===== config.mk =====
export PLATFORM = sky130hd
export DESIGN_NAME = inst_fetch
export DESIGN_NICKNAME = d
export VERILOG_FILES = /design/src/rtl/inst_fetch.sv
export SDC_FILE = /design/constraint.sdc
export NUM_CORES = 1
export LEC_CHECK = 0
export ABC_AREA = 1
export BUFFER_PORTS_ARGS = -buffer_cell sky130_fd_sc_hd__buf_2
export CAP_MARGIN = 20
export CORE_MARGIN = 2
export CORE_UTILIZATION = 56
export DETAILED_ROUTE_END_ITERATION = 12
export GPL_ROUTABILITY_DRIVEN = 0
export PLACE_DENSITY = 0.85
export SYNTH_ARGS = -nofsm -noshare
export SYNTH_HDL_FRONTEND = slang
export SYNTH_SLANG_ARGS = --single-unit

===== constraint.sdc =====
create_clock -name clk -period 5.2 [get_ports clk]
set_clock_uncertainty 0.2 [all_clocks]
set_input_delay 0.26 -clock clk [delete_from_list [all_inputs] [get_ports clk]]
set_output_delay 0.26 -clock clk [all_outputs]
set_load 0.1 [all_outputs]

===== src/rtl/inst_fetch.sv =====
// -----------------------------------------------------------------------------
// inst_fetch
//   Instruction fetch stage with a single-entry output slot and a
//   valid/ready handshake towards decode.  The PC drives a combinational
//   instruction memory directly.  The returned word is registered into the
//   output slot together with the address it came from.
//
// Parameters
//   InstBusWidth  instruction word width
//   InstAddrBus   instruction (word) address width
//   RESET_PC      PC value loaded on reset
//
// Ports
//   clk             clock, rising edge
//   rst_n           asynchronous active-low reset
//   run             fetch enable (IDLE <-> FETCH)
//   mem_addr        word address to instruction memory (the PC register)
//   mem_inst        combinational read data for mem_addr
//   redirect_valid  branch/jump redirect request, overrides capture
//   redirect_pc     redirect target address
//   out_valid       output slot holds an instruction
//   out_ready       downstream accepts the slot when out_valid=1
//   out_inst        fetched instruction
//   out_pc          address out_inst was fetched from
//   fetch_count     number of completed output handshakes (wraps)
// -----------------------------------------------------------------------------
module inst_fetch #(
    parameter int unsigned                InstBusWidth = 32,
    parameter int unsigned                InstAddrBus  = 32,
    parameter logic [InstAddrBus-1:0]     RESET_PC     = '0
) (
    input  logic                    clk,
    input  logic                    rst_n,
    input  logic                    run,
    output logic [InstAddrBus-1:0]  mem_addr,
    input  logic [InstBusWidth-1:0] mem_inst,
    input  logic                    redirect_valid,
    input  logic [InstAddrBus-1:0]  redirect_pc,
    output logic                    out_valid,
    input  logic                    out_ready,
    output logic [InstBusWidth-1:0] out_inst,
    output logic [InstAddrBus-1:0]  out_pc,
    output logic [31:0]             fetch_count
);

    typedef enum logic [0:0] {
        ST_IDLE  = 1'b0,
        ST_FETCH = 1'b1
    } state_t;

    state_t                  r_state;
    state_t                  w_state_nxt;
    logic [InstAddrBus-1:0]  r_pc;
    logic                    r_out_valid;
    logic [InstBusWidth-1:0] r_out_inst;
    logic [InstAddrBus-1:0]  r_out_pc;
    logic [31:0]             r_fetch_count;

    logic                    w_transfer;
    logic                    w_slot_free;
    logic                    w_capture;

    assign w_transfer  = r_out_valid & out_ready;
    assign w_slot_free = ~r_out_valid | out_ready;

    // State transitions follow run alone; capture only happens when the FSM
    // was already in FETCH, so the entry edge never captures.
    always_comb begin
        w_state_nxt = r_state;
        w_capture   = 1'b0;
        unique case (r_state)
            ST_IDLE: begin
                if (run) w_state_nxt = ST_FETCH;
            end
            ST_FETCH: begin
                if (!run) w_state_nxt = ST_IDLE;
                else      w_capture   = ~redirect_valid & w_slot_free;
            end
            default: w_state_nxt = ST_IDLE;
        endcase
    end

    always_ff @(posedge clk or negedge rst_n) begin
        if (!rst_n) r_state <= ST_IDLE;
        else        r_state <= w_state_nxt;
    end

    // Redirect flushes the slot and retargets the PC; a handshake on the
    // same edge has still completed and is counted below.
    always_ff @(posedge clk or negedge rst_n) begin
        if (!rst_n) begin
            r_pc        <= RESET_PC;
            r_out_valid <= 1'b0;
            r_out_inst  <= '0;
            r_out_pc    <= '0;
        end else if (redirect_valid) begin
            r_pc        <= redirect_pc;
            r_out_valid <= 1'b0;
        end else if (w_capture) begin
            r_pc        <= r_pc + InstAddrBus'(1);
            r_out_valid <= 1'b1;
            r_out_inst  <= mem_inst;
            r_out_pc    <= r_pc;
        end else if (w_transfer) begin
            r_out_valid <= 1'b0;
        end
    end

    always_ff @(posedge clk or negedge rst_n) begin
        if (!rst_n)          r_fetch_count <= '0;
        else if (w_transfer) r_fetch_count <= r_fetch_count + 32'd1;
    end

    assign mem_addr    = r_pc;
    assign out_valid   = r_out_valid;
    assign out_inst    = r_out_inst;
    assign out_pc      = r_out_pc;
    assign fetch_count = r_fetch_count;

endmodule


==> results.py <==
metrics = {
    "placed_design": {
        "place_area_um2": 7630,
        "place_ws_ns": 1.86,
        "dpl.cell_count": 1168,
        "port_buffers": 197,
        "dpl.hpwl_mm": 12.7,
    },
    "worst_setup_path": {
        "path_class": "input pin to flip-flop",
        "worstPathMaxFanout": 105,
        "critPathSlowestCell": "inv_2",
        "crit_buf_inv": 3,
        "cpPeakStageDelay_ns": 1.03,
        "worstPathRequired_ns": 5.32,
        "critPathTopFamily": "buffers and inverters",
        "cp_common_cell": "nand2_1",
        "cp.arrival_ns": 3.42,
        "end_kind": "flip-flop",
        "start_kind": "input pin",
        "crit_chain": "dlygate4sd3_1 > buf_2 > nand2_1 > a21oi_4 > nand2_4 > inv_2 > nand2_1 > o211ai_1",
    },
    "pwr": {
        "ir_drop_mv": 0.313,
        "p_int_mw": 2.21,
        "p_sw_mw": 1.81,
        "p_sw_frac": 0.450,
        "p_leak_nw": 4.70,
        "power_frac_clock": 0.318,
        "powerDensity_nw_per_um2": 450,
        "power_frac_comb": 0.367,
        "pwr-share-seq": 0.315,
        "power_mw": 4.01,
    },
    "synthesis": {
        "synth_top_cell_area_share": 0.494,
        "synth_common_cells": "346 x nand2_1, 130 x dfrtp_1, 86 x nor2_1",
        "synth.most_common_cell": "nand2_1",
        "synth_warnings": 0,
        "synth_seq_cells": 130,
        "yosys_most_used_dff": "dfrtp_1",
        "synth_top_area_cell": "dfrtp_1",
        "yosysUniqueCellTypes": 39,
        "async_flop_share": 1.00,
        "syn_area_per_cell_um2": 7.73,
        "synth_nets": 924,
        "synth_area_um2": 6590,
        "synth_edf_count": 0,
        "yosysSeqAreaShare": 0.494,
        "syn_inst": 853,
        "ys_top_cells_by_area": "dfrtp_1 49%, nand2_1 20%, nor2_1 4.9%, nand3_1 4.2%, inv_1 3.5%",
    },
    "floorplan": {
        "die_x_um": 112,
        "die_height_um": 112,
        "start_util": 0.575,
        "core-area_um2": 11500,
        "ioPinCount": 198,
        "num_rows": 39,
        "die_area_um2": 12700,
    },
    "clock_network": {
        "htree_levels": 4,
        "clockBufferDepth": 2,
        "clkTransAtPathRegs_ns": 0.06,
        "cts-buffers-inserted": 17,
        "cts_tree": "yes",
        "clkSinkCount": 130,
        "clk_latency_ns": 0.42,
        "cts_resized": 0,
        "clockRootBuffer": "clkbuf_16",
    },
    "final_layout": {
        "post-route-util": 0.778,
        "num-fill-cells": 786,
        "final_cells": 1266,
        "finalNetCount": 1181,
        "drive_gt1_frac": 0.233,
        "design_area_um2": 8920,
        "antenna_cells": 0,
        "syn2layout_area_growth_pct": 35.3,
    },
    "drt": {
        "wirelength_mm": 19.9,
        "num_vias": 6857,
        "wire_per_inst_um": 15.7,
        "ant_nets": 0,
        "drt_iter0_drc": 638,
        "firstDrtPassIters": 5,
        "drc": 0,
        "vias_per_cell": 5.42,
    },
    "global_route": {
        "gr-usage-met1": 0.388,
        "busiest_layer": "met2",
        "grt_pass1_wl_mm": 32.7,
        "grtUsageTotal": 0.325,
        "gr-usage-met3": 0.0740,
        "grt_max_degree": 106,
        "grt_pass1_vias": 6748,
        "grt_use_met2": 0.551,
        "overflow": 0,
        "antenna_found_initial": 0,
    },
    "sta": {
        "fin_tns_setup_ns": 0,
        "setup_ws_ns": 1.90,
        "holdWs_ns": 0.0480,
        "fin_crit_ns": 3.30,
        "slew_headroom": 0.293,
        "hold_viol": 0,
        "clock.fmax_ghz": 0.303,
        "period_share": 0.635,
        "finalMaxSlewViolations": 0,
        "grt_setup_unrepaired": "no",
        "tightest_slew_ns": 1.06,
        "setup_viol": 0,
    },
    "flow_run": {
        "cap_violations": 0,
    },
    "worst_hold_path": {
        "hold_class": "input pin to flip-flop",
    },
    "outcome": {
        "status": "complete, no violations",
    },
}
==> layout make-up <==
type	instances	area (um2)	share of cell area
clock buffer	22	474	0.0532
tap	143	179	0.0201
clock inverter	10	155	0.0174
multi-input combinational	630	2940	0.330
timing repair buffer	264	1660	0.186
inverter	67	253	0.0283
sequential	130	3250	0.365
==> layout by cell type (no fill, tap or decap), drive strengths merged, types with 2 or more instances in the layout <==
cell | Yosys | layout
clkinv | 1 | 5
nand3b | 12 | 12
a21oi | 14 | 14
nand4 | 19 | 19
buf | 21 | 198
ha | 2 | 2
o21ai | 25 | 25
nand3 | 59 | 59
bufinv | 0 | 4
dfrtp | 130 | 130
xor2 | 15 | 15
clkinvlp | 0 | 2
nand2 | 350 | 350
xnor2 | 8 | 8
clkbuf | 5 | 22
nor3 | 8 | 8
a21boi | 2 | 2
inv | 66 | 66
dlygate4sd3 | 0 | 66
o211ai | 6 | 6
nor4 | 2 | 2
nor2 | 101 | 101
==> power by group through the flow <==
stage | combinational (mW) | sequential, mW | clock, mW
final | 1.47 | 1.26 | 1.27
after global routing | 1.52 | 1.28 | 1.34
after CTS | 1.46 | 1.26 | 1.28
after detailed placement | 1.42 | 1.27 | 0
after global placement | 1.41 | 1.27 | 0
after floorplan | 0.205 | 2.22 | 0
==> layer usage <==
layer,wire [um],vias up,part of all wire
met5,0,-,0
met4,954,0,0.048
met3,1540,87,0.077
met2,9980,362,0.50
met1,7430,3201,0.37
li1,-,3207,-
==> path summary, 6_finish.rpt <==
| path | from | end | slack, ns | cells after the start |
|---|---|---|---|---|
| max in group asynchronous | rst_n | mem_addr[20]$_DFFE_PN0P_ | 3.43 | 3 |
| max reg2reg | out_valid$_DFFE_PN0P_ | mem_addr[16]$_DFFE_PN0P_ | 1.99 | 5 |
| min reg2reg | out_pc[7]$_DFFE_PN0P_ | out_pc[7]$_DFFE_PN0P_ | 0.27 | 2 |
| max | run | mem_addr[16]$_DFFE_PN0P_ | 1.90 | 8 |
| min | out_ready | out_valid$_DFFE_PN0P_ | 0.05 | 4 |
| min in group asynchronous | rst_n | fetch_count[5]$_DFFE_PN0P_ | 0.25 | 2 |
==> worst register-to-register path, stage by stage, from the launching register on <==
cell and delay, ns:
dfrtp_1 0.47, a21oi_4 0.28, nand2_4 0.59, inv_2 1.06, nand2_1 0.25, o211ai_1 0.26
==> cells by family (layout without fill, tap and decap cells) <==
| group | Yosys count | in the layout | share of synthesized area |
|---|---|---|---|
| AO/OA/AOI/OAI | 51 | 51 | 0.0450 |
| flip-flops | 130 | 130 | 0.494 |
| buffers and inverters | 93 | 363 | 0.0606 |
| AND/OR/NAND/NOR | 554 | 554 | 0.366 |
| XOR/XNOR | 23 | 23 | 0.0306 |
| adder cells (fa/ha/maj) | 2 | 2 | 0.00380 |
==> timing repair <==
action / in CTS / in global routing
hold endpoints to repair: 144 / 0
setup buffers: 0 / 0
hold buffers: 66 / 0
==> state kept, by name, summed over array words and instances, names as in the netlist <==
| signal | count |
|---|---|
| out_valid | 1 |
| out_inst | 32 |
| mem_addr | 32 |
| fetch_count | 32 |
| r_state | 1 |
| out_pc | 32 |
Power figures use the tool's default switching activity.
